### src/rtl/nibble_serial_adder.sv
// nibble_serial_adder
//   Multi-cycle WIDTH-bit adder that pushes one 4-bit nibble per clock
//   through a single carry-lookahead slice, LSB nibble first.
//   valid/ready handshakes on both the operand side and the result side.
//   Optional feature macro: NIBBLE_SERIAL_OVF_EN adds the signed-overflow
//   output ovf; with it undefined the port and its logic do not exist.
//
// Handshake semantics (both sides): a transfer happens on a rising clock
// edge where valid && ready are both 1. A producer holding valid keeps its
// payload stable until that edge; ready may change freely and does not
// depend combinationally on valid. Here in_ready is decoded from state only,
// and out_valid is a register that stays high (with sum/c_out/ovf frozen)
// until out_ready is seen.

module nibble_serial_adder #(
    parameter int WIDTH = 16
) (
    input  logic             clk,
    input  logic             rst,
    input  logic             in_valid,
    output logic             in_ready,
    input  logic [WIDTH-1:0] a,
    input  logic [WIDTH-1:0] b,
    input  logic             c,
    output logic             out_valid,
    input  logic             out_ready,
    output logic [WIDTH-1:0] sum,
    output logic             c_out
`ifdef NIBBLE_SERIAL_OVF_EN
    ,
    output logic             ovf
`endif
);

    // WIDTH is expected to be a multiple of 4 and at least 4.
    localparam int NSLICE = WIDTH / 4;
    localparam int IDX_W  = (NSLICE > 1) ? $clog2(NSLICE) : 1;

    localparam logic [1:0] IDLE = 2'd0;
    localparam logic [1:0] RUN  = 2'd1;
    localparam logic [1:0] DONE = 2'd2;

    logic [1:0]       state;
    logic [WIDTH-1:0] a_r;
    logic [WIDTH-1:0] b_r;
    logic             carry;
    logic [IDX_W-1:0] idx;

    logic [3:0]       a_nib;
    logic [3:0]       b_nib;
    logic [4:0]       slice_res;
    logic             last_slice;

    assign in_ready   = (state == IDLE);
    assign last_slice = (idx == IDX_W'(NSLICE - 1));

    // Select the operand nibbles addressed by the current slice index.
    always_comb begin
        a_nib = '0;
        b_nib = '0;
        for (int i = 0; i < NSLICE; i++) begin
            if (idx == IDX_W'(i)) begin
                a_nib = a_r[4*i +: 4];
                b_nib = b_r[4*i +: 4];
            end
        end
    end

    // The 4-bit slice: nibble sum in [3:0], carry-out in [4].
    always_comb begin
        slice_res = {1'b0, a_nib} + {1'b0, b_nib} + {4'b0000, carry};
    end

    // Control FSM plus operand capture and nibble-by-nibble result writeback.
    always_ff @(posedge clk) begin
        if (rst) begin
            state     <= IDLE;
            a_r       <= '0;
            b_r       <= '0;
            carry     <= 1'b0;
            idx       <= '0;
            sum       <= '0;
            c_out     <= 1'b0;
            out_valid <= 1'b0;
        end else begin
            case (state)
                IDLE: begin
                    if (in_valid) begin
                        a_r   <= a;
                        b_r   <= b;
                        carry <= c;
                        idx   <= '0;
                        state <= RUN;
                    end
                end
                RUN: begin
                    carry <= slice_res[4];
                    // Only the addressed nibble changes; the rest keep old data.
                    for (int i = 0; i < NSLICE; i++) begin
                        if (idx == IDX_W'(i)) begin
                            sum[4*i +: 4] <= slice_res[3:0];
                        end
                    end
                    if (last_slice) begin
                        c_out     <= slice_res[4];
                        out_valid <= 1'b1;
                        state     <= DONE;
                    end else begin
                        idx <= idx + IDX_W'(1);
                    end
                end
                DONE: begin
                    if (out_ready) begin
                        out_valid <= 1'b0;
                        state     <= IDLE;
                    end
                end
                default: begin
                    out_valid <= 1'b0;
                    state     <= IDLE;
                end
            endcase
        end
    end

`ifdef NIBBLE_SERIAL_OVF_EN
    // Signed overflow: carry into the MSB xor carry out of the MSB, taken
    // from the top slice. The carry into bit 3 is recovered from the sum bit.
    always_ff @(posedge clk) begin
        if (rst) begin
            ovf <= 1'b0;
        end else if (state == RUN && last_slice) begin
            ovf <= slice_res[4] ^ (slice_res[3] ^ a_nib[3] ^ b_nib[3]);
        end
    end
`endif

endmodule

### config.mk
export PLATFORM = sky130hd
export DESIGN_NAME = nibble_serial_adder
export DESIGN_NICKNAME = d
export VERILOG_FILES = /design/src/rtl/nibble_serial_adder.sv
export SDC_FILE = /design/constraint.sdc
export NUM_CORES = 1
export LEC_CHECK = 0
export BUFFER_PORTS_ARGS = -buffer_cell sky130_fd_sc_hd__clkbuf_2
export CORE_MARGIN = 2
export CORE_UTILIZATION = 49
export DETAILED_ROUTE_END_ITERATION = 8
export MAX_ROUTING_LAYER = met4
export PLACE_DENSITY = 0.76
export SYNTH_ARGS = -nofsm -noshare
export SYNTH_HDL_FRONTEND = slang
export SYNTH_SLANG_ARGS = --single-unit
export TNS_END_PERCENT = 100
### constraint.sdc
create_clock -name clk -period 2.8 [get_ports clk]
set_clock_uncertainty 0.15 [all_clocks]
set_input_delay 0 -clock clk [delete_from_list [all_inputs] [get_ports clk]]
set_output_delay 0 -clock clk [all_outputs]
set_load 0.05 [all_outputs]
# Word level (Yosys, flattened, before mapping)
# Cells that the tools add are included.
# op_classes
n_reduce_logical	12
n_mux	20
bitwise_logic	1
n_addsub	3
n_eq_ne	9
# op_table
op	count
$mux W4	8
$reduce_and A2 Y1	6
$mux W2	5
$reduce_and A3 Y1	3
$ne A2 B2 Y1 const B	4
$eq A2 B2 Y1 const B	3
$pmux W2 S3	1
$add A4 B4 Y5	1
$add A5 B1 Y5	1
$eq A2 B1 Y1 const B	2
$logic_not A2 Y1	2
$pmux W2 S2	1
$mux W1	3
$pmux W1 S3	1
$add A2 B1 Y2 const B	1
$pmux W1 S2	1
$reduce_bool A2 Y1	1
$not A1 Y1	1
# totals
input_bits	37
output_inout_bits	19
register_bits	55
wordCells	56

# Longest topological paths before layout
# depth
depth_word	8
mapped_depth	12
ltp_nobuf	11

# Worst setup path after synthesis
# Ideal clock, no wire load.
# synth_timing
path_type	reg-to-reg
from	reg idx[0]
to	reg sum[13]
t_arrival_ns	2.456
n_path_buf	2
required_ns	2.564
synth_period_minus_slack_ns	2.691
setup_time_ns	0.086
path_stages_with_launch	11
setup_slack_ns	0.109
cell_sequence	dfxtp_1 inv_1 ha_1 clkbuf_1 clkbuf_1 a21oi_1 a22o_1 fa_1 inv_1 fa_1 a211oi_1
# synth_between
elab_chain_cells	7
word_cells_on_any_way	15
cone_classes	add/sub: 2; eq/ne: 3; mux: 8; reduce/logical: 2
# synth_rtl
item	line_no	source
start: declaration	47	logic [IDX_W-1:0] idx;
start signal: assignment	109	idx <= idx + IDX_W'(1);
$logic_not A2 Y1	62	if (idx == IDX_W'(i)) begin
$mux W4 (4 in series)	62	
$add A4 B4 Y5	71	slice_res = {1'b0, a_nib} + {1'b0, b_nib} + {4'b0000, carry};
$add A5 B1 Y5	71	
end signal: indexed assignment	101	sum[4*i +: 4] <= slice_res[3:0];
end: declaration	27	output logic [WIDTH-1:0] sum,
# Several ways; a longest one is shown, not always the timed one.
# A chain may end at the register's enable or synchronous reset.

# Final worst setup path
# layout_timing
from	reg idx[1]
to	reg sum[7]
# Same word-level chain as after synthesis.

==> qor.json <==
{
  "timing": {
    "finalSetupViolCount": 0,
    "maxSlewHeadroom": 0.3349,
    "finalCriticalPeriod_ns": 2.608,
    "setup_repair_after_global_routing_missed_its_margin": "false",
    "max_clock_freq_mhz": 383.5,
    "setup_total_negative_slack_ns": 0,
    "drv_slew": 0,
    "period_share": 0.9313,
    "max_slew.worst_pin.slew_ns": 0.9977,
    "report.final.hold_viol_count": 0
  },
  "clock_network": {
    "worst_skew_pair.late_latency_ns": 0.30,
    "worst_setup_hold_path_clk_slew_ns": 0.09,
    "clockBufferDepth": 2,
    "ctsHtreeMaxLevel": 2,
    "numCtsBuffers": 5,
    "tritoncts": "yes",
    "cts.root.buffer_cell": "sky130_fd_sc_hd__clkbuf_8",
    "clkSinkCount": 55
  },
  "die": {
    "die_w_um": 76.56,
    "placement_rows": 26,
    "floorplan.die.height_um": 76.56,
    "core_region_area_mm2": 0.005107,
    "initial_core_util": 0.5051,
    "io_pins": 56,
    "fp.dieArea_mm2": 0.005861
  },
  "layout": {
    "utilization": 0.6436,
    "layout-area-overhead-vs-synth_pct": 27.40,
    "antenna_cells_inserted": 0,
    "final_nets": 438,
    "drive_above_1_share": 0.1964
  },
  "worst_setup_path": {
    "timing.critical_path.cells": "inv_1, ha_2, buf_4, a21oi_1, o21ai_0, a22o_1, ha_1, and3_2, o211ai_1, o311ai_0",
    "end_kind": "flip-flop",
    "cp_slowest_cell": "sky130_fd_sc_hd__dfxtp_1",
    "arrival_ns": 2.62,
    "path_max_fanout": 10,
    "crit_type": "flip-flop to flip-flop",
    "start_kind": "flip-flop",
    "required_ns": 2.81,
    "worst_path_largest_cell_delay_ns": 0.38
  },
  "global_routing": {
    "grt.total_usage": 0.2283,
    "globalRoute.totalOverflow": 0,
    "number_of_antenna_violations_at_the_first_check_in_global_routing": 0,
    "grt_max_degree": 38,
    "grt_first_pass_wirelength_um": 10650,
    "number_of_global_route_vias_before_repair": 2362
  },
  "logic_synthesis": {
    "ys.warnings.count": 0,
    "synth_area_leader_cell": "sky130_fd_sc_hd__dfxtp_1",
    "syn_area_mm2": 0.002580,
    "synth_fp_nets": 363,
    "synth_top_area_share": 0.4268,
    "synth_register_bits": 55,
    "ys_seq_area_frac": 0.4268,
    "syn_avg_cell_area_um2": 8.139,
    "unique_masters_post_synth": 32,
    "yosys-top-cells-area": "sky130_fd_sc_hd__dfxtp_1, sky130_fd_sc_hd__nand2_1, sky130_fd_sc_hd__a21oi_1",
    "synthCells": 317
  },
  "power": {
    "power_per_cell_area_mw_per_mm2": 487.5,
    "total_power_w": 0.001602,
    "power.leakage_nw": 1.333,
    "ir_drop_uv": 292.6
  },
  "min_path": {
    "hold_class": "input pin to flip-flop"
  },
  "route": {
    "drtPass1Iterations": 5,
    "post_drt_wl_per_cell_um": 12.89,
    "drt-vias-per-instance": 5.121,
    "antenna_violating_nets_remaining": 0,
    "detailedRoute.firstIterationViolations": 132,
    "via_count": 2366,
    "route.detailed.drc": 0,
    "finalWirelength_um": 5957
  },
  "place": {
    "place_congestion": 0.7830,
    "place.port_buffers": 55,
    "hpwl_um": 4023
  },
  "outcome": {
    "result_of_the_run": "finished, final reports clean"
  },
  "run": {
    "max_cap_viol_count": 0
  }
}
## where the power goes
| part | switching (W) | leakage, nW | internal, W |
|---|---|---|---|
| clock | 0.000244 | 0.0470 | 0.000195 |
| combinational | 0.000178 | 0.836 | 0.000138 |
| sequential | 0.0000267 | 0.449 | 0.000821 |
## path summary, 6_finish.rpt
kind | slack (ns) | end | from | cells past startpoint
worst min register to register | 0.31 | a_r[9]$_SDFFE_PP0P_ | a_r[9]$_SDFFE_PP0P_ | 2
worst max register to register | 0.19 | sum[7]$_SDFFE_PP0P_ | idx[1]$_SDFFE_PP0P_ | 10
worst min-delay path | 0.05 | carry$_SDFFE_PP0P_ | c | 4
worst max-delay path | 0.19 | sum[7]$_SDFFE_PP0P_ | idx[1]$_SDFFE_PP0P_ | 10
## per-stage QoR
stage | area (µm²) | setup WS (ns) | hold WS (ns) | instances
floorplan | 2580 | 0.1087 | -0.01404 | 317
global placement | 2841 | 0.1507 | 0.07417 | 421
detailed placement | 2841 | 0.08947 | 0.07708 | 421
CTS | 3269 | 0.06155 | 0.04597 | 462
global route | 3287 | 0.01578 | 0.05485 | 462
finish | 3287 | 0.1922 | 0.04665 | 462
## logic make-up after synthesis
family / count (synthesis) / share of synthesized area
adders and majority gates: 9 / 0.04947
DFF: 55 / 0.4268
buffers and inverters: 44 / 0.08390
and+or+nand+nor: 111 / 0.1969
muxes: 9 / 0.03492
AOI/OAI and AO/OA: 88 / 0.2047
xor gates and xnor gates: 1 / 0.003395
## critical path, delay by kind of cell, from the launching register on
family | cells | cell delay, ns
compound gates | 5 | 0.78
flops | 1 | 0.38
simple gates | 1 | 0.30
buf+inv | 2 | 0.27
fa+ha+maj | 2 | 0.60
## cell usage after synthesis
cell type and instances:
sky130_fd_sc_hd__buf_4 1, sky130_fd_sc_hd__a21oi_1 52, sky130_fd_sc_hd__a211oi_1 4, sky130_fd_sc_hd__nand2_1 72, sky130_fd_sc_hd__xnor2_1 1, sky130_fd_sc_hd__a21o_1 1, sky130_fd_sc_hd__clkbuf_1 13, sky130_fd_sc_hd__and3b_1 4
sky130_fd_sc_hd__or3b_1 1, sky130_fd_sc_hd__or3b_2 1, sky130_fd_sc_hd__inv_1 17, sky130_fd_sc_hd__a22oi_1 2, sky130_fd_sc_hd__buf_6 5, sky130_fd_sc_hd__a311oi_1 2, sky130_fd_sc_hd__ha_1 7, sky130_fd_sc_hd__nor3b_2 1
sky130_fd_sc_hd__a211oi_2 1, sky130_fd_sc_hd__nor3_1 1, sky130_fd_sc_hd__dfxtp_1 55, sky130_fd_sc_hd__o311ai_0 4, sky130_fd_sc_hd__nor2_1 18, sky130_fd_sc_hd__o211ai_1 4, sky130_fd_sc_hd__a22o_1 8, sky130_fd_sc_hd__buf_2 8
sky130_fd_sc_hd__nand4bb_1 4, sky130_fd_sc_hd__nor4bb_1 1, sky130_fd_sc_hd__nor2b_1 3, sky130_fd_sc_hd__and3_1 1, sky130_fd_sc_hd__nand3_1 4, sky130_fd_sc_hd__mux2i_1 9, sky130_fd_sc_hd__fa_1 2, sky130_fd_sc_hd__o21ai_0 10
## cell usage in the layout (no fill, tap or decap), types with 4 or more instances in the layout
master and instances:
sky130_fd_sc_hd__a211oi_1 4, sky130_fd_sc_hd__a21oi_1 52, sky130_fd_sc_hd__a22o_1 8, sky130_fd_sc_hd__and3b_1 4
sky130_fd_sc_hd__buf_4 6, sky130_fd_sc_hd__clkbuf_2 55, sky130_fd_sc_hd__clkbuf_8 6, sky130_fd_sc_hd__dfxtp_1 54
sky130_fd_sc_hd__dlygate4sd3_1 34, sky130_fd_sc_hd__ha_1 4, sky130_fd_sc_hd__inv_1 17, sky130_fd_sc_hd__mux2i_1 9
sky130_fd_sc_hd__nand2_1 72, sky130_fd_sc_hd__nand3_1 4, sky130_fd_sc_hd__nand4bb_1 4, sky130_fd_sc_hd__nor2_1 18
sky130_fd_sc_hd__o211ai_1 4, sky130_fd_sc_hd__o21ai_0 10, sky130_fd_sc_hd__o311ai_0 4
## area by class of cell
class,instances,area (µm²)
Clock buffer,6,82.58
Clock inverter,1,5.005
Fill cell,436,1821
Inverter,17,63.81
Multi-Input combinational cell,218,1285
Sequential cell,55,1102
Tap cell,70,87.58
Timing Repair Buffer,95,660.6
## state kept, by name, summed over array words and instances, names as in the netlist
signal / cells
a_r: 16
carry: 1
idx: 2
out_valid: 1
sum: 16
c_out: 1
state: 2
b_r: 16
## metal layers
metal  vias to the layer above  part of all wire  global-route usage
li1                       1218                 -                   -
met1                      1084              0.45              0.2809
met2                        54              0.50              0.3876
met3                        10             0.035             0.03318
met4                         0             0.013             0.07273
met5                         -                 0                   -
## repair_timing
action	CTS	global route
endpoints found under the hold margin	35	0
setup endpoints to repair	0	14
setup buffers	0	0
resized for setup	0	6
hold buffers	34	0
Note: power is estimated with default switching activity, not from simulation.
